==> src/rtl/reg_shift_sequencer_pkg.sv <==
// Shared constants for the serial shift sequencer: shift-type and FSM encodings,
// widths, and the accept-time decode of a request into a step count or a direct result.
package reg_shift_sequencer_pkg;
   localparam int DATA_W = 32;
   localparam int AMT_W  = 8;
   localparam int CNT_W  = 6;

   typedef enum logic [1:0] {
      SH_LSL = 2'b00,
      SH_LSR = 2'b01,
      SH_ASR = 2'b10,
      SH_ROR = 2'b11
   } shift_t;

   typedef enum logic [1:0] {
      ST_IDLE  = 2'b00,
      ST_SHIFT = 2'b01,
      ST_DONE  = 2'b10
   } state_t;

   typedef struct packed {
      logic [CNT_W-1:0]  n;
      logic [DATA_W-1:0] res;
      logic              carry;
   } decode_t;

   // n == 0 means res/carry are final; otherwise res/carry are don't-care and n steps follow.
   function automatic decode_t decode_req(input logic [DATA_W-1:0] rm, input logic [AMT_W-1:0] rs,
                                          input shift_t t, input logic c);
      decode_t d;
      d.n     = '0;
      d.res   = rm;
      d.carry = c;
      if (rs != '0) begin
         unique case (t)
            SH_LSL, SH_LSR: begin
               if (rs > AMT_W'(DATA_W)) begin
                  d.res   = '0;
                  d.carry = 1'b0;
               end else begin
                  d.n = rs[CNT_W-1:0];
               end
            end
            SH_ASR: d.n = (rs >= AMT_W'(DATA_W)) ? CNT_W'(DATA_W) : rs[CNT_W-1:0];
            SH_ROR: begin
               if (rs[4:0] == 5'd0) d.carry = rm[DATA_W-1];
               else                 d.n     = {1'b0, rs[4:0]};
            end
         endcase
      end
      return d;
   endfunction
endpackage

==> src/rtl/reg_shift_sequencer_if.sv <==
// Request/response bundle between a pipeline stage (master) and the shift sequencer (slave).
interface reg_shift_sequencer_if #(
   parameter int DATA_W = 32,
   parameter int AMT_W  = 8
);
   logic              req_valid;
   logic              req_ready;
   logic [DATA_W-1:0] val_rm;
   logic [AMT_W-1:0]  val_rs;
   logic [1:0]        shift_type;
   logic              c_in;
   logic              resp_valid;
   logic              resp_ready;
   logic [DATA_W-1:0] val2_out;
   logic              carry_out;
   logic              busy;

   modport master (
      output req_valid, val_rm, val_rs, shift_type, c_in, resp_ready,
      input  req_ready, resp_valid, val2_out, carry_out, busy
   );

   modport slave (
      input  req_valid, val_rm, val_rs, shift_type, c_in, resp_ready,
      output req_ready, resp_valid, val2_out, carry_out, busy
   );
endinterface

==> src/rtl/reg_shift_sequencer_step.sv <==
// One-bit shift step of the latched type; combinational, reused every SHIFT cycle.
module shift_step_unit
   import reg_shift_sequencer_pkg::*;
(
   input  logic [DATA_W-1:0] i_value,
   input  shift_t            i_type,
   output logic [DATA_W-1:0] o_value,
   output logic              o_carry
);
   always_comb begin
      o_value = i_value;
      o_carry = i_value[0];
      unique case (i_type)
         SH_LSL: begin
            o_value = {i_value[DATA_W-2:0], 1'b0};
            o_carry = i_value[DATA_W-1];
         end
         SH_LSR: o_value = {1'b0, i_value[DATA_W-1:1]};
         SH_ASR: o_value = {i_value[DATA_W-1], i_value[DATA_W-1:1]};
         SH_ROR: o_value = {i_value[0], i_value[DATA_W-1:1]};
      endcase
   end
endmodule

==> src/rtl/reg_shift_sequencer.sv <==
// Multi-cycle barrel-shift replacement: one bit per cycle, IDLE/SHIFT/DONE handshake FSM.
// Optional SHIFT_SEQ_FLUSH_EN adds a flush input that abandons an in-flight operation.
module reg_shift_sequencer #(
   parameter int DATA_W = reg_shift_sequencer_pkg::DATA_W,
   parameter int AMT_W  = reg_shift_sequencer_pkg::AMT_W
) (
   input  logic clk,
   input  logic rst,
`ifdef SHIFT_SEQ_FLUSH_EN
   input  logic flush,
`endif
   reg_shift_sequencer_if.slave bus
);
   import reg_shift_sequencer_pkg::*;

   if (DATA_W != 32 || AMT_W != 8) begin : g_bad_cfg
      $error("reg_shift_sequencer supports only DATA_W=32, AMT_W=8");
   end

   state_t            r_state;
   shift_t            r_type;
   logic [CNT_W-1:0]  r_cnt;
   logic [DATA_W-1:0] r_work;
   logic [DATA_W-1:0] r_val2;
   logic              r_carry;
   logic              r_req_ready;
   logic              r_resp_valid;
   logic              r_busy;

   decode_t           w_dec;
   logic [DATA_W-1:0] w_step_val;
   logic              w_step_carry;

   always_comb w_dec = decode_req(bus.val_rm, bus.val_rs, shift_t'(bus.shift_type), bus.c_in);

   shift_step_unit u_step (
      .i_value (r_work),
      .i_type  (r_type),
      .o_value (w_step_val),
      .o_carry (w_step_carry)
   );

   // Output registers are loaded only on entry to DONE so they read zero at all other times.
   always_ff @(posedge clk) begin
      if (rst) begin
         r_state      <= ST_IDLE;
         r_type       <= SH_LSL;
         r_cnt        <= '0;
         r_work       <= '0;
         r_val2       <= '0;
         r_carry      <= 1'b0;
         r_req_ready  <= 1'b1;
         r_resp_valid <= 1'b0;
         r_busy       <= 1'b0;
      end
`ifdef SHIFT_SEQ_FLUSH_EN
      else if (flush && r_state != ST_IDLE) begin
         r_state      <= ST_IDLE;
         r_cnt        <= '0;
         r_val2       <= '0;
         r_carry      <= 1'b0;
         r_req_ready  <= 1'b1;
         r_resp_valid <= 1'b0;
         r_busy       <= 1'b0;
      end
`endif
      else begin
         unique case (r_state)
            ST_IDLE: begin
               if (bus.req_valid) begin
                  r_type      <= shift_t'(bus.shift_type);
                  r_work      <= bus.val_rm;
                  r_cnt       <= w_dec.n;
                  r_req_ready <= 1'b0;
                  r_busy      <= 1'b1;
                  if (w_dec.n == '0) begin
                     r_state      <= ST_DONE;
                     r_val2       <= w_dec.res;
                     r_carry      <= w_dec.carry;
                     r_resp_valid <= 1'b1;
                  end else begin
                     r_state <= ST_SHIFT;
                  end
               end
            end
            ST_SHIFT: begin
               r_work <= w_step_val;
               r_cnt  <= r_cnt - 1'b1;
               if (r_cnt == CNT_W'(1)) begin
                  r_state      <= ST_DONE;
                  r_val2       <= w_step_val;
                  r_carry      <= w_step_carry;
                  r_resp_valid <= 1'b1;
               end
            end
            ST_DONE: begin
               if (bus.resp_ready) begin
                  r_state      <= ST_IDLE;
                  r_val2       <= '0;
                  r_carry      <= 1'b0;
                  r_resp_valid <= 1'b0;
                  r_req_ready  <= 1'b1;
                  r_busy       <= 1'b0;
               end
            end
            default: r_state <= ST_IDLE;
         endcase
      end
   end

   assign bus.req_ready  = r_req_ready;
   assign bus.resp_valid = r_resp_valid;
   assign bus.val2_out   = r_val2;
   assign bus.carry_out  = r_carry;
   assign bus.busy       = r_busy;
endmodule

==> src/flat_wrapper.sv <==
// flat-port wrapper written by rule: the top's interface ports become plain ports
module reg_shift_sequencer_flat import reg_shift_sequencer_pkg::*;
#(
   parameter int DATA_W = reg_shift_sequencer_pkg::DATA_W,
   parameter int AMT_W  = reg_shift_sequencer_pkg::AMT_W
)
  (clk, rst, bus_req_valid, bus_val_rm, bus_val_rs, bus_shift_type, bus_c_in, bus_resp_ready, bus_req_ready, bus_resp_valid, bus_val2_out, bus_carry_out, bus_busy);
  reg_shift_sequencer_if #(.DATA_W(DATA_W), .AMT_W(AMT_W)) bus_i ();
  input  logic clk;
  input  logic rst;
  input wire logic [$bits(bus_i.req_valid)-1:0] bus_req_valid;
  input wire logic [$bits(bus_i.val_rm)-1:0] bus_val_rm;
  input wire logic [$bits(bus_i.val_rs)-1:0] bus_val_rs;
  input wire logic [$bits(bus_i.shift_type)-1:0] bus_shift_type;
  input wire logic [$bits(bus_i.c_in)-1:0] bus_c_in;
  input wire logic [$bits(bus_i.resp_ready)-1:0] bus_resp_ready;
  output wire logic [$bits(bus_i.req_ready)-1:0] bus_req_ready;
  output wire logic [$bits(bus_i.resp_valid)-1:0] bus_resp_valid;
  output wire logic [$bits(bus_i.val2_out)-1:0] bus_val2_out;
  output wire logic [$bits(bus_i.carry_out)-1:0] bus_carry_out;
  output wire logic [$bits(bus_i.busy)-1:0] bus_busy;
  assign bus_i.req_valid = bus_req_valid;
  assign bus_i.val_rm = bus_val_rm;
  assign bus_i.val_rs = bus_val_rs;
  assign bus_i.shift_type = bus_shift_type;
  assign bus_i.c_in = bus_c_in;
  assign bus_i.resp_ready = bus_resp_ready;
  assign bus_req_ready = bus_i.req_ready;
  assign bus_resp_valid = bus_i.resp_valid;
  assign bus_val2_out = bus_i.val2_out;
  assign bus_carry_out = bus_i.carry_out;
  assign bus_busy = bus_i.busy;
  reg_shift_sequencer #(.DATA_W(DATA_W), .AMT_W(AMT_W)) u_core (.clk(clk), .rst(rst), .bus(bus_i));
endmodule
==> config.mk <==
export PLATFORM = sky130hd
export DESIGN_NAME = reg_shift_sequencer_flat
export DESIGN_NICKNAME = d
export VERILOG_FILES = /design/src/rtl/reg_shift_sequencer_pkg.sv /design/src/rtl/reg_shift_sequencer_if.sv /design/src/rtl/reg_shift_sequencer_step.sv /design/src/rtl/reg_shift_sequencer.sv /design/src/flat_wrapper.sv
export SDC_FILE = /design/constraint.sdc
export NUM_CORES = 1
export LEC_CHECK = 0
export CAP_MARGIN = 40
export CORE_UTILIZATION = 53
export CTS_BUF_LIST = sky130_fd_sc_hd__clkbuf_16
export DETAILED_ROUTE_END_ITERATION = 8
export PLACE_DENSITY = 0.83
export SLEW_MARGIN = 15
export SYNTH_ARGS = -nofsm -noshare
export SYNTH_HDL_FRONTEND = slang
export SYNTH_HIERARCHICAL = 1
export SYNTH_SLANG_ARGS = --single-unit
==> constraint.sdc <==
create_clock -name clk -period 2.7 [get_ports clk]
set_input_delay 0.675 -clock clk [delete_from_list [all_inputs] [get_ports clk]]
set_output_delay 0.675 -clock clk [all_outputs]
set_load 0.005 [all_outputs]
[Yosys cells after proc, flatten, opt, wreduce, memory -nomap -nowiden]
Cells that the tools add are included.
Operators by class
  add/subtract/negate cells: 1
  magnitude comparators: 2
  equal/unequal tests: 13
  muxes and demuxes: 39
  reduce and logical (&&, ||, !) cells: 15
Operator list (count)
  $mux 32: 6
  $pmux 32 s4: 1
  $pmux 32 s3: 1
  $pmux 32 s2: 1
  $mux 39: 1
  $mux 33: 1
  $mux 6: 3
  $pmux 6 s3: 1
  $mux 1: 12
  $pmux 6 s2: 1
  $eq 2x2->1 const B: 5
  $ge 8x6->1 const B: 1
  $gt 8x6->1 const B: 1
  $mux 2: 4
  $reduce_bool 8->1: 1
  $eq 2x1->1 const B: 3
  $eq 6x1->1 const B: 1
  $logic_not 2->1: 3
  $logic_not 6->1: 1
  $pmux 1 s2: 3
  $pmux 1 s3: 2
  $pmux 2 s3: 1
  $reduce_and 3->1: 2
  $sub 6x1->6 const B: 1
  other kinds (9): 13
Word-level totals
  register bits after elaboration: 78
  input bits: 47
  output and inout port bits: 36
  word-level logic and storage cells: 79

[Depth between registers and ports, before layout]
Gate-level depths: netlist of the first run.
  depth in word-level cells: 8
  depth in mapped cells: 10
  gate-level depth less buffers: 7

[Hierarchy]
The synthesis of the first run kept the hierarchy.
Modules (own cells, without submodules)
  reg_shift_sequencer: instances 1, cells an instance 446, area an instance 4097.7 µm², sequential area each 1561.5 µm²
  shift_step_unit: instances 1, cells an instance 38, area an instance 427.9 µm², sequential area each 0.0 µm²

[Least setup slack after synthesis of the first run]
No wires, ideal clock.
  path kind: in2reg
  start point: in bus_val_rs[0]
  end point: reg u_core.r_val2[10], in the netlist u_core/bus.val2_out[10]
  setup time: 146 ps
  arrival: 2035 ps
  data required time: 2554 ps
  setup slack: 519 ps
  stages: 7
  buffers on the path: 2
  cell sequence: nor3_4 -> a311oi_4 -> a311o_1 -> buf_2 -> buf_4 -> a21oi_1 -> a211oi_2
Between the ends
  word-level cells in the longest chain between the ends: 7
  elaborated cells between the ends (all ways): 17
  classes of those cells: 2 x order compare; 1 x eq/ne; 10 x mux; 4 x reduce/logical
RTL lines
  start, declared: line flat_wrapper.sv:13  | input wire logic [$bits(bus_i.val_rs)-1:0] bus_val_rs;
  $ge 8x6->1, or another cell as far along: line reg_shift_sequencer_pkg.sv:44  | SH_ASR: d.n = (rs >= AMT_W'(DATA_W)) ? CNT_W'(DATA_W) : rs[CNT_W-1:0];
  $mux 6, or another cell as far along: line reg_shift_sequencer_pkg.sv:44
  $pmux 6 s3 / $mux 32 (equally long branches): line reg_shift_sequencer_pkg.sv:35  | unique case (t)
  $mux 39 (*): line reg_shift_sequencer_pkg.sv:34  | if (rs != '0) begin
  $logic_not 6->1 / $mux 32 (equally long branches): line reg_shift_sequencer.sv:76  | if (w_dec.n == '0) begin
  $ne 2x1->1 (no line) / $mux 32 (equally long branches)
  $reduce_and 5->1 (no line) / $pmux 32 s3 (equally long branches)
  end signal, assigned: line reg_shift_sequencer.sv:78  | r_val2 <= w_dec.res;
  end signal, assigned: line reg_shift_sequencer.sv:91  | r_val2 <= w_step_val;
  end, declared: line reg_shift_sequencer.sv:24  | logic [DATA_W-1:0] r_val2;
Mark *: on every way between the ends. The rest lies on a longest branch, timed or not. The select of a mux whose other input is x is not followed.
A chain may end at the register's enable or synchronous reset.

[Final worst setup path of the first run]
  start point: in bus_val_rs[7]
  end point: reg u_core.r_val2[4], in the netlist u_core/bus.val2_out[4]
Between the ends
  word-level cells in the longest chain between the ends: 7
  elaborated cells between the ends (all ways): 15
  classes of those cells: 2 x order compare; 1 x eq/ne; 9 x mux; 3 x reduce/logical
RTL lines (line)
  $ge 8x6->1 / $gt 8x6->1 (equally long branches): reg_shift_sequencer_pkg.sv:44, reg_shift_sequencer_pkg.sv:37
  $mux 6, or another cell as far along: reg_shift_sequencer_pkg.sv:44
  $pmux 6 s3 / $mux 32 (equally long branches): reg_shift_sequencer_pkg.sv:35
  $mux 39 (*): reg_shift_sequencer_pkg.sv:34
  $logic_not 6->1 / $mux 32 (equally long branches): reg_shift_sequencer.sv:76
  $ne 2x1->1 (no line) / $mux 32 (equally long branches)
  $reduce_and 5->1 (no line) / $pmux 32 s3 (equally long branches)
Marked as above.

==> results of run 1 <==
synth_stat cells (5+ instances only):
library cell	instances	area (um2)
sky130_fd_sc_hd__dfxtp_1	78	1560
sky130_fd_sc_hd__a211oi_1	71	533
sky130_fd_sc_hd__a21oi_1	50	250
sky130_fd_sc_hd__nor2_1	42	158
sky130_fd_sc_hd__nand2_1	40	150
sky130_fd_sc_hd__mux2i_1	33	330
sky130_fd_sc_hd__mux2_2	31	349
sky130_fd_sc_hd__a211oi_2	30	375
sky130_fd_sc_hd__clkbuf_1	19	71.3
sky130_fd_sc_hd__buf_6	8	90.1
sky130_fd_sc_hd__inv_1	8	30.0
sky130_fd_sc_hd__buf_2	6	30.0
sky130_fd_sc_hd__clkbuf_4	5	37.5
sky130_fd_sc_hd__ha_1	5	62.6
sky130_fd_sc_hd__nand3_1	5	25.0
critical path: cells and delay by family:
kind	cells	cell delay (ns)
AOI/OAI and AO/OA	4	0.82
buffers and inverters	2	0.64
and+or+nand+nor	1	0.45
cell usage in the layout, fill, tap and decap left out, types with 2 or more instances in the layout:
master                            Yosys  final
sky130_fd_sc_hd__clkdlybuf4s50_1      0     81
sky130_fd_sc_hd__mux2_4               2      2
sky130_fd_sc_hd__mux2i_1             33     33
sky130_fd_sc_hd__nor2_2               1      2
sky130_fd_sc_hd__a211oi_2            30     30
sky130_fd_sc_hd__o211ai_1             3      3
sky130_fd_sc_hd__o21ai_0              2      2
sky130_fd_sc_hd__a311oi_4             2      2
sky130_fd_sc_hd__nor3_1               4      4
sky130_fd_sc_hd__mux2_2              31     31
sky130_fd_sc_hd__nand2_1             40     40
sky130_fd_sc_hd__inv_1                8     10
sky130_fd_sc_hd__nor2_4               2      2
sky130_fd_sc_hd__clkbuf_16            0      9
sky130_fd_sc_hd__a21oi_1             50     50
sky130_fd_sc_hd__buf_12               0      8
sky130_fd_sc_hd__buf_4                4      7
sky130_fd_sc_hd__and3_1               2      2
sky130_fd_sc_hd__nand2b_1             4      4
sky130_fd_sc_hd__ha_1                 5      4
sky130_fd_sc_hd__nor2_1              42     41
sky130_fd_sc_hd__a211oi_1            71     71
sky130_fd_sc_hd__nand3_1              5      5
sky130_fd_sc_hd__a221oi_1             2      2
sky130_fd_sc_hd__dfxtp_1             78     78
sky130_fd_sc_hd__clkinv_2             0      3
routing by layer:
metal / wire length (um) / vias to the layer above
li1: - / 1943
met1: 4800 / 1937
met2: 5820 / 134
met3: 685 / 14
met4: 159 / 0
met5: 0 / -
power by group through the flow:
stage	Clock [W]	Sequential [W]	Combinational, W
3_3_place_gp	0	0.00191	0.00324
5_1_grt	0.00113	0.00197	0.00370
4_1_cts	0.00107	0.00192	0.00340
3_5_place_dp	0	0.00193	0.00337
6_report	0.00105	0.00192	0.00342
2_1_floorplan	0	0.00188	0.00237
kinds of logic (layout without fill, tap and decap cells):
kind of cell	count (synthesis)	in the layout
AO/OA/AOI/OAI	175	175
AND/OR/NAND/NOR	106	106
flip-flops	78	78
multiplexers	66	66
buffers and inverters	54	121
adder cells (fa/ha/maj)	5	5
path summary, 6_finish.rpt:
check / end / start / depth (start not counted) / slack [ns]
worst min-delay path: u_core/r_work[3]$_SDFFE_PP0P_ / u_core/r_work[3]$_SDFFE_PP0P_ / 2 / 0.51
worst max-delay path: u_core/bus.val2_out[4]$_SDFFE_PP0P_ / bus_val_rs[7] / 7 / 0.30
worst min register to register: u_core/r_work[3]$_SDFFE_PP0P_ / u_core/r_work[3]$_SDFFE_PP0P_ / 2 / 0.51
worst max register to register: u_core/bus.resp_valid$_SDFFE_PP0P_ / u_core/r_state[1]$_SDFFE_PP0P_ / 8 / 0.40
layout make-up:
cell class | count | area (um2) | area share [%]
clock buffers | 9 | 225 | 3.98
clock inverters | 7 | 33.8 | 0.597
inverters | 8 | 30.0 | 0.531
multi-input cells | 352 | 2650 | 46.8
flip-flops and latches | 78 | 1560 | 27.6
well taps | 105 | 131 | 2.32
repair buffers | 97 | 1030 | 18.2
per-stage QoR:
stage / setup WS, ns / instances / cell area (um2) / hold slack [ns] / power (W)
floorplan: 0.519 / 484 / 4530 / 0.473 / 0.00425
global placement: 0.0702 / 640 / 5400 / 0.490 / 0.00516
detailed placement: -0.0124 / 640 / 5400 / 0.509 / 0.00530
CTS: 0.303 / 656 / 5660 / 0.516 / 0.00639
global route: 0.154 / 656 / 5660 / 0.537 / 0.00680
finish: 0.300 / 656 / 5660 / 0.512 / 0.00639
sequential cells by signal, indices dropped and copies added (netlist names):
| register | count |
|---|---|
| u_core/bus.busy | 1 |
| u_core/bus.carry_out | 1 |
| u_core/bus.req_ready | 1 |
| u_core/bus.resp_valid | 1 |
| u_core/bus.val2_out | 32 |
| u_core/r_cnt | 6 |
| u_core/r_state | 2 |
| u_core/r_type | 2 |
| u_core/r_work | 32 |
==> impl_results.rst, run 1 <==
.. list-table::
   :header-rows: 1

   * - Metric
     - Value
   * - Die area
     - 8910 um2
   * - Initial core utilization
     - between 50% and 60%
   * - Setup TNS
     - 0 ns
   * - Synthesized area per cell
     - slightly above 9 um2
   * - Core Box Area
     - about 8300 um2
   * - Post-synth EDFFs
     - 0
   * - Slowest cell on the critical path
     - sky130_fd_sc_hd__clkdlybuf4s50_1
   * - Period utilization
     - 88.9%
   * - Total number of nets in the final design
     - between 500 and 600
   * - Largest net degree at the start of global routing
     - 70
   * - Highest Clock Rate
     - ~420 MHz
   * - RePlAce Congestion
     - about 0.84
   * - Count of hold-fix buffers inserted at cts
     - 0
   * - WS Path Type
     - input port to register
   * - Worst IR drop on VDD
     - between 500 and 600 uV
   * - Gr ovfl total
     - 0
   * - Met1 layer usage reported by global route
     - around a third
   * - Clock Pin Slew Worst Setup and Hold Paths
     - approximately 0.050 ns
   * - Power Dens Cells
     - 1130 nW/um2
   * - Number of clock buffers inserted by TritonCTS
     - 9
   * - Post-CTS repair timing setup buffer count
     - 0
   * - Chip Width
     - between 90 and 100 um
   * - Net switching power
     - 0.00257 W
   * - Final number of max-transition violations
     - 0
   * - Port Buf Inserts
     - 82
   * - Routed wire length
     - about 11000 um
   * - Tightest slew margin relative to the limit
     - 46.8%
   * - Total internal power
     - 0.00383 W
   * - 1st-iter DRT viols
     - 237
   * - Per-cell routed wire length
     - 17.5 um
   * - First-pass GRT wire length
     - 18900 um
   * - Share of power burned in combinational logic
     - 53.5%
   * - Clock tree buffer depth
     - 2
   * - DRC
     - 0
   * - Number of endpoints failing setup at the final stage
     - 0
   * - Flip-flop cell with the highest count after synthesis
     - sky130_fd_sc_hd__dfxtp_1
   * - Result of the run
     - completed
   * - Post-synthesis instance area
     - between 4000 and 5000 um2
   * - Number of nets produced by synthesis
     - 536
   * - Global routing's busiest layer
     - met2
   * - Post_cts resized
     - 0
   * - Fraction of layout cells with a size suffix above 1
     - 19.2%
   * - Post-route clock skew
     - between 0.005 and 0.006 ns
   * - Number of diodes added for antenna fixing
     - 0
   * - Async set-or-reset flop fraction in the synthesized netlist
     - 0%
   * - Final core utilization
     - between 60% and 70%
   * - Classification of the worst-slack hold path
     - register to register
   * - CTS HTree Levels
     - 3
   * - Relative contribution of the clock network to total power
     - 16.5%
   * - Rows
     - 33
   * - Xor/xnor cell area share of the yosys netlist
     - 0%
   * - DPL Wire Length
     - 7550 um
   * - Vias in the first global route
     - 3970
   * - Longest individual stage delay on the worst path
     - 0.45 ns
   * - Largest fanout of any net on the critical path
     - 34
   * - Leakage component of the power
     - 1.92 nW
   * - Switching portion of total power
     - 40.2%
   * - Layout filler cell count
     - 657
   * - CTS sink count
     - 78
   * - Ports placed on the boundary
     - 83
   * - Maximum Capacitance Violations
     - 0
   * - Min Tclk post-route
     - 2.40 ns
   * - Sort of element at the end of the critical path
     - register
   * - Post-synthesis compound-gate area fraction
     - just over 30%
   * - Power share of the sequential group
     - 30.0%
   * - WP data required
     - 2.90 ns
   * - Final hold violation count
     - 0
   * - Combinational family with the most area after synthesis
     - compound AO/OA/AOI/OAI gates
   * - Area overhead of the layout relative to synthesis
     - 25.1%
   * - Number of iterations in the first detailed-routing pass
     - 4
   * - Overall global routing resource usage
     - 26.7%
   * - Cells after synthesis
     - 484
   * - Flop and latch count out of synthesis
     - between 70 and 80
   * - Critical path launch point type
     - input port
   * - Clock latency reported for the late side of the worst-skew pair
     - 0.33 ns
   * - RSZ-0062 raised after global routing
     - false
   * - Clock tree from TritonCTS
     - built
   * - Vias per std cell
     - 6.14
   * - Number of synthesis warnings
     - 6
   * - Slew at the pin closest to its max-slew limit
     - 0.798 ns
   * - Met3 routing resource usage after global routing
     - 5.31%
   * - Multiplexer share of the synthesized area
     - between 15 and 20%
   * - Root buffer cell
     - sky130_fd_sc_hd__clkbuf_16
   * - Critical Path, Cell by Cell
     - clkdlybuf4s50_1 -> nor3_1 -> a21o_1 -> a311oi_4 -> buf_12 -> a211oi_1 -> a211oi_2
   * - Simple-gate portion of the synthesized area
     - 10.5%
   * - Die outline height
     - 94.4 um
   * - Share of the yosys chip area belonging to registers
     - between 30 and 40%
   * - Via count
     - 4028
   * - Antenna violations before repair
     - 0
   * - Met2 GRT Util
     - 46.7%
   * - Final ANT Viol Nets
     - 0
   * - Post-synth cell types
     - 51
   * - Data arrival at the endpoint of the critical path
     - 2.60 ns
   * - Adder-cell area share of the yosys netlist
     - 1.38%
Note: power is estimated with default switching activity, not from simulation.
==> run 2: changes to the inputs <==
CORE_UTILIZATION = 25   (was 53)
PLACE_DENSITY = 0.46   (was 0.83)
==> impl_results.rst, run 2 (same netlist as run 1, synthesis figures left out) <==
.. list-table::
   :header-rows: 1

   * - Metric
     - Value
   * - Crit path max-delay family
     - compound AO/OA/AOI/OAI gates (unchanged)
   * - Antenna violations before repair
     - 0 (unchanged)
   * - Die area
     - 18600 um2 (was 8910 um2)
   * - CTS sink count
     - 78 (unchanged)
   * - Number of diodes added for antenna fixing
     - 0 (unchanged)
   * - Path length in cells of the critical path
     - 7 (unchanged)
   * - Layout filler cell count
     - 1782 (was 657)
   * - Worst IR drop on VDD
     - 506 uV (was 578 uV)
   * - Min Tclk post-route
     - 2.38 ns (was 2.40 ns)
   * - Post-CTS repair timing setup buffer count
     - 0 (unchanged)
   * - Number of iterations in the first detailed-routing pass
     - 4 (unchanged)
   * - Cell area after placement
     - 5600 um2 (was 5400 um2)
   * - Maximum Capacitance Violations
     - 0 (unchanged)
   * - Classification of the worst-slack hold path
     - register to register (unchanged)
   * - Total number of nets in the final design
     - 603 (was 598)
   * - Critical path launch point type
     - input port (unchanged)
   * - Clock Pin Slew Worst Setup and Hold Paths
     - 0.06 ns (was 0.05 ns)
   * - 1st-iter DRT viols
     - 192 (was 237)
   * - RePlAce Congestion
     - 0.792 (was 0.835)
   * - Period utilization
     - 88.2% (was 88.9%)
   * - Rows
     - 48 (was 33)
   * - Core Box Area
     - 17500 um2 (was 8260 um2)
   * - Chip Width
     - 137 um (was 94.4 um)
   * - Overall global routing resource usage
     - 14.8% (was 26.7%)
   * - RSZ-0062 raised after global routing
     - false (unchanged)
   * - Clock tree from TritonCTS
     - built (unchanged)
   * - Highest Clock Rate
     - 420 MHz (was 417 MHz)
   * - Depth of the worst hold-timing path
     - 2 (unchanged)
   * - Slowest cell on the critical path
     - sky130_fd_sc_hd__clkdlybuf4s50_1 (unchanged)
   * - Longest individual stage delay on the worst path
     - 0.46 ns (was 0.45 ns)
   * - Post-route clock skew
     - 0.00798 ns (was 0.00526 ns)
   * - Count of buffering cells on the critical path with inverters included
     - 2 (unchanged)
   * - DPL Wire Length
     - 8800 um (was 7550 um)
   * - Port Buf Inserts
     - 82 (unchanged)
   * - Final ANT Viol Nets
     - 0 (unchanged)
   * - Fin area
     - 5890 um2 (was 5660 um2)
   * - Count of hold-fix buffers inserted at cts
     - 0 (unchanged)
   * - Power Dens Cells
     - 1120 nW/um2 (was 1130 nW/um2)
   * - Top library cells by usage in the layout, fill and taps aside
     - 81 x sky130_fd_sc_hd__clkdlybuf4s50_1, 78 x sky130_fd_sc_hd__dfxtp_1, 71 x sky130_fd_sc_hd__a211oi_1 (unchanged)
   * - WS Path Type
     - input port to register (unchanged)
   * - Via count
     - 3866 (was 4028)
   * - Die outline height
     - 137 um (was 94.4 um)
   * - Vias per std cell
     - 4.95 (was 6.14)
   * - Number of clock buffers inserted by TritonCTS
     - 9 (unchanged)
   * - CTS HTree Levels
     - 3 (unchanged)
   * - Critical Path, Cell by Cell
     - clkdlybuf4s50_1 -> nor3_1 -> a21o_1 -> a311o_1 -> buf_12 -> a21oi_1 -> a211oi_2 (was clkdlybuf4s50_1 -> nor3_1 -> a21o_1 -> a311oi_4 -> buf_12 -> a211oi_1 -> a211oi_2)
   * - Number of endpoints failing setup at the final stage
     - 0 (unchanged)
   * - Area occupied by multi-input gates
     - 2650 um2 (unchanged)
   * - Depth of the most critical reg-to-reg path
     - 8 (unchanged)
   * - DRC
     - 0 (unchanged)
   * - Data arrival at the endpoint of the critical path
     - 2.64 ns (was 2.60 ns)
   * - Slew at the pin closest to its max-slew limit
     - 0.628 ns (was 0.798 ns)
   * - Most common cell after layout, fill and taps aside
     - sky130_fd_sc_hd__clkdlybuf4s50_1 (unchanged)
   * - Clock tree buffer depth
     - 2 (unchanged)
   * - Final core utilization
     - 33.7% (was 68.5%)
   * - Largest fanout of any net on the critical path
     - 34 (unchanged)
   * - Gr ovfl total
     - 0 (unchanged)
   * - Sort of element at the end of the critical path
     - register (unchanged)
   * - Post_cts resized
     - 0 (unchanged)
   * - Tightest slew margin relative to the limit
     - 58.1% (was 46.8%)
   * - Initial core utilization
     - 25.9% (was 54.8%)
   * - Area overhead of the layout relative to synthesis
     - 30.1% (was 25.1%)
   * - WP data required
     - 2.96 ns (was 2.90 ns)
   * - Clock latency reported for the late side of the worst-skew pair
     - 0.35 ns (was 0.33 ns)
   * - Root buffer cell
     - sky130_fd_sc_hd__clkbuf_16 (unchanged)
   * - Ports placed on the boundary
     - 83 (unchanged)
   * - Final number of max-transition violations
     - 0 (unchanged)
   * - Sequential cell area
     - 1560 um2 (unchanged)
   * - Routed wire length
     - 12900 um (was 11500 um)
   * - First-pass GRT wire length
     - 21300 um (was 18900 um)
   * - Leakage component of the power
     - 1.97 nW (was 1.92 nW)
   * - Largest net degree at the start of global routing
     - 50 (was 70)
   * - Vias in the first global route
     - 3941 (was 3970)
   * - Final hold violation count
     - 0 (unchanged)
   * - Per-cell routed wire length
     - 16.5 um (was 17.5 um)
   * - Result of the run
     - completed (unchanged)
   * - Fraction of layout cells with a size suffix above 1
     - 19.8% (was 19.2%)
[run 2: worst min-delay path, delay by kind of cell (launching register included)]
kind	cells	cell delay, ns
AO/OA/AOI/OAI	1	0.05
flip-flops	1	0.32
AND/OR/NAND/NOR	1	0.10
[run 2: where the power goes]
part / leakage [nW] / internal (W) / total [W] / switching (W)
Combinational: 1.17 / 0.00167 / 0.00348 / 0.00181
Clock: 0.151 / 0.000703 / 0.00120 / 0.000495
Sequential: 0.644 / 0.00161 / 0.00193 / 0.000318
Total: 1.97 / 0.00398 / 0.00661 / 0.00263
[run 2: stage by stage]
stage	std cells	setup TNS, ns	hold WS, ns	power [W]	worst slack [ns]
floorplan	484	0	0.473	0.00425	0.519
global placement	765	0	0.489	0.00539	0.0291
detailed placement	765	-0.239	0.507	0.00544	-0.0358
CTS	781	0	0.515	0.00670	0.319
global route	781	0	0.532	0.00711	0.130
finish	781	0	0.509	0.00661	0.318
[run 2: final cells by class]
| class | count | area share (%) |
|---|---|---|
| Clock inverter | 7 | 0.999 |
| Clock buffer | 9 | 3.82 |
| Tap cell | 225 | 4.78 |
| Sequential cell | 78 | 26.5 |
| Timing Repair Buffer | 102 | 18.4 |
| Inverter | 8 | 0.510 |
| Multi-Input combinational cell | 352 | 45.0 |
[run 2: path summary, 6_finish.rpt]
path | endpoint | slack, ns | startpoint
worst max-delay path | u_core/bus.val2_out[13]$_SDFFE_PP0P_ | 0.32 | bus_val_rs[7]
worst min-delay path | u_core/r_work[16]$_SDFFE_PP0P_ | 0.51 | u_core/r_work[16]$_SDFFE_PP0P_
worst max register to register | u_core/bus.val2_out[20]$_SDFFE_PP0P_ | 0.54 | u_core/r_state[1]$_SDFFE_PP0P_
worst min register to register | u_core/r_work[16]$_SDFFE_PP0P_ | 0.51 | u_core/r_work[16]$_SDFFE_PP0P_
[run 2: per-layer routing]
metal | part of all wire [%] | track usage [%] | routed length [um]
met5 | 0 | 0 | 0
met2 | 46 | 23.2 | 5950
met4 | 2.3 | 7.16 | 297
met1 | 48 | 19.8 | 6150
met3 | 3.9 | 2.19 | 500
==> run 3: changes to the inputs <==
CTS_CLUSTER_DIAMETER = 50   (was unset)
SETUP_SLACK_MARGIN = 0.3   (was unset)
==> impl_results.rst, run 3 (same netlist as run 1, synthesis figures left out) <==
.. list-table::
   :header-rows: 1

   * - Metric
     - Value
   * - Result of the run
     - completed (unchanged)
   * - Sort of element at the end of the critical path
     - register (unchanged)
   * - First-pass GRT wire length
     - 21300 um (unchanged)
   * - Top library cells by usage in the layout, fill and taps aside
     - 81 x sky130_fd_sc_hd__clkdlybuf4s50_1, 78 x sky130_fd_sc_hd__dfxtp_1, 71 x sky130_fd_sc_hd__a211oi_1 (unchanged)
   * - Min Tclk post-route
     - 2.27 ns (was 2.38 ns)
   * - Flop-to-flop setup slack
     - 0.63 ns (was 0.54 ns)
   * - Number of diodes added for antenna fixing
     - 0 (unchanged)
   * - Root buffer cell
     - sky130_fd_sc_hd__clkbuf_16 (unchanged)
   * - Power Dens Cells
     - 1120 nW/um2 (about the same)
   * - Min-Delay Startpoint
     - u_core/r_work[10]$_SDFFE_PP0P_ (was u_core/r_work[16]$_SDFFE_PP0P_)
   * - Core Box Area
     - 17500 um2 (unchanged)
   * - Longest individual stage delay on the worst path
     - 0.47 ns (was 0.46 ns)
   * - Count of buffering cells on the critical path with inverters included
     - 2 (unchanged)
   * - Antenna violations before repair
     - 0 (unchanged)
   * - Area overhead of the layout relative to synthesis
     - 30.4% (was 30.1%)
   * - Via count
     - 3850 (was 3866)
   * - FF-to-FF End
     - u_core/bus.val2_out[13]$_SDFFE_PP0P_ (was u_core/bus.val2_out[20]$_SDFFE_PP0P_)
   * - Rows
     - 48 (unchanged)
   * - Leakage component of the power
     - 1.97 nW (about the same)
   * - Depth of the most critical reg-to-reg path
     - 8 (unchanged)
   * - Routed wire length
     - 12900 um (about the same)
   * - Post-CTS repair timing setup buffer count
     - 0 (unchanged)
   * - Post-Layout Cell Count
     - 781 (unchanged)
   * - Final ANT Viol Nets
     - 0 (unchanged)
   * - CTS HTree Levels
     - 3 (unchanged)
   * - Critical Path, Cell by Cell
     - clkdlybuf4s50_1 -> nor3_4 -> buf_4 -> nand4b_1 -> a21boi_0 -> o211ai_1 -> a221oi_1 (was clkdlybuf4s50_1 -> nor3_1 -> a21o_1 -> a311o_1 -> buf_12 -> a21oi_1 -> a211oi_2)
   * - Number of instances in the placed design
     - 765 (unchanged)
   * - WS Path Type
     - input port to register (unchanged)
   * - Port Buf Inserts
     - 82 (unchanged)
   * - Cell area after placement
     - 5600 um2 (unchanged)
   * - Net switching power
     - 0.00263 W (about the same)
   * - Most common cell after layout, fill and taps aside
     - sky130_fd_sc_hd__clkdlybuf4s50_1 (unchanged)
   * - Fin area
     - 5900 um2 (was 5890 um2)
   * - Final number of max-transition violations
     - 0 (unchanged)
   * - Maximum Capacitance Violations
     - 0 (unchanged)
   * - Period utilization
     - 84.1% (was 88.2%)
   * - Ports placed on the boundary
     - 83 (unchanged)
   * - Met3 routing resource usage after global routing
     - 2.19% (unchanged)
   * - Clock Pin Slew Worst Setup and Hold Paths
     - 0.06 ns (about the same)
   * - Initial core utilization
     - 25.9% (unchanged)
   * - Crit path max-delay family
     - compound AO/OA/AOI/OAI gates (unchanged)
   * - Power share of the sequential group
     - 29.1% (about the same)
   * - Clock latency reported for the late side of the worst-skew pair
     - 0.35 ns (about the same)
   * - Die outline height
     - 137 um (unchanged)
   * - Slew at the pin closest to its max-slew limit
     - 0.636 ns (was 0.628 ns)
   * - Tightest slew margin relative to the limit
     - 57.6% (was 58.1%)
   * - Startpoint of the lowest-slack register-to-register path
     - u_core/r_cnt[1]$_SDFFE_PP0P_ (was u_core/r_state[1]$_SDFFE_PP0P_)
   * - DPL Wire Length
     - 8800 um (unchanged)
   * - Classification of the worst-slack hold path
     - register to register (unchanged)
   * - Gr ovfl total
     - 0 (unchanged)
   * - CTS sink count
     - 78 (unchanged)
   * - Switching portion of total power
     - 39.7% (about the same)
   * - Slowest cell on the critical path
     - sky130_fd_sc_hd__clkdlybuf4s50_1 (unchanged)
   * - Highest Clock Rate
     - 440 MHz (was 420 MHz)
   * - Total internal power
     - 0.00399 W (was 0.00398 W)
   * - Total number of nets in the final design
     - 603 (unchanged)
   * - Number of clock buffers inserted by TritonCTS
     - 9 (unchanged)
   * - Post_cts resized
     - 0 (unchanged)
   * - RSZ-0062 raised after global routing
     - true (was false)
   * - Chip Width
     - 137 um (unchanged)
   * - Critical path launch point type
     - input port (unchanged)
   * - RePlAce Congestion
     - 0.792 (unchanged)
   * - Global routing's busiest layer
     - met2 (unchanged)
   * - Die area
     - 18600 um2 (unchanged)
   * - Overall global routing resource usage
     - 14.8% (unchanged)
   * - Vias in the first global route
     - 3941 (unchanged)
   * - Fraction of layout cells with a size suffix above 1
     - 20.1% (was 19.8%)
   * - Data arrival at the endpoint of the critical path
     - 2.51 ns (was 2.64 ns)
   * - Worst IR drop on VDD
     - 519 uV (was 506 uV)
   * - 1st-iter DRT viols
     - 192 (unchanged)
   * - Largest net degree at the start of global routing
     - 50 (unchanged)
   * - Number of endpoints failing setup at the final stage
     - 0 (unchanged)
   * - Largest fanout of any net on the critical path
     - 6 (was 34)
   * - Count of hold-fix buffers inserted at cts
     - 0 (unchanged)
   * - Relative contribution of the clock network to total power
     - 18.1% (about the same)
   * - WP data required
     - 2.94 ns (was 2.96 ns)
   * - Vias per std cell
     - 4.93 (was 4.95)
   * - Clock tree buffer depth
     - 2 (unchanged)
   * - End of the worst hold path
     - u_core/r_work[10]$_SDFFE_PP0P_ (was u_core/r_work[16]$_SDFFE_PP0P_)
   * - DRC
     - 0 (unchanged)
   * - Post-route clock skew
     - 0.00726 ns (was 0.00798 ns)
   * - Per-cell routed wire length
     - 16.5 um (about the same)
   * - Depth of the worst hold-timing path
     - 2 (unchanged)
   * - Share of power burned in combinational logic
     - 52.8% (was 52.7%)
   * - Final hold violation count
     - 0 (unchanged)
   * - Number of iterations in the first detailed-routing pass
     - 5 (was 4)
   * - Met1 layer usage reported by global route
     - 19.8% (unchanged)
   * - Clock tree from TritonCTS
     - built (unchanged)
   * - Met2 GRT Util
     - 23.2% (unchanged)
==> run 3: cell counts in the layout (fill, tap and decap cells not counted) <==
Identical to the previous run, type by type.
==> run 3: layer usage <==
layer  vias up  wire length (um)
met5         -                 0
met4         0               297
met3        16               437
met2        76              5840
met1      1805              6300
li1       1953                 -
==> run 3: worst register-to-register path, delay by kind of cell, from the launching register on <==
| kind | cells | cell delay, ns |
|---|---|---|
| compound gates | 3 | 0.56 |
| fa+ha+maj | 1 | 0.14 |
| buf+inv | 2 | 0.29 |
| flops | 1 | 0.31 |
| simple gates | 2 | 0.68 |
==> run 3: power by group through the flow <==
| stage | sequential [W] | clock [W] | combinational (W) |
|---|---|---|---|
| floorplan | 0.00188 | 0 | 0.00237 |
| global placement | 0.00194 | 0 | 0.00345 |
| detailed placement | 0.00195 | 0 | 0.00350 |
| CTS | 0.00193 | 0.00125 | 0.00352 |
| global route | 0.00199 | 0.00129 | 0.00385 |
| finish | 0.00193 | 0.00120 | 0.00350 |
==> run 3: how the worst max path moves through the flow <==
stage | slack [ns] | cells past startpoint | to | from
global route | 0.28 | 7 | u_core/bus.val2_out[0]$_SDFFE_PP0P_ | bus_val_rs[7]
floorplan | 0.52 | 7 | u_core/bus.val2_out[10]$_SDFFE_PP0P_ | bus_val_rs[0]
finish | 0.43 | 7 | u_core/r_cnt[0]$_SDFFE_PP0P_ | bus_val_rs[0]
global placement | 0.03 | 7 | u_core/bus.val2_out[8]$_SDFFE_PP0P_ | bus_val_rs[7]
CTS | 0.32 | 7 | u_core/bus.val2_out[13]$_SDFFE_PP0P_ | bus_val_rs[7]
detailed placement | -0.04 | 7 | u_core/bus.val2_out[0]$_SDFFE_PP0P_ | bus_val_rs[7]
==> run 3: cell type report <==
| type | instances | area (um2) |
|---|---|---|
| Clock buffer | 9 | 225 |
| Clock inverter | 7 | 58.8 |
| Fill cell | 1782 | 11600 |
| Inverter | 8 | 30.0 |
| Multi-Input combinational cell | 352 | 2660 |
| Sequential cell | 78 | 1560 |
| Tap cell | 225 | 282 |
| Timing Repair Buffer | 102 | 1080 |
==> run 3: stage by stage <==
stage / utilization (%) / total power, W / worst slack [ns] / hold slack, ns / setup TNS (ns)
after global routing: 33.8 / 0.00712 / 0.278 / 0.532 / 0
after floorplan: - / 0.00425 / 0.519 / 0.473 / 0
after detailed placement: 32.1 / 0.00544 / -0.0358 / 0.507 / -0.239
after CTS: 33.7 / 0.00670 / 0.319 / 0.515 / 0
after global placement: 32.1 / 0.00539 / 0.0291 / 0.489 / 0
final: 33.8 / 0.00663 / 0.428 / 0.510 / 0
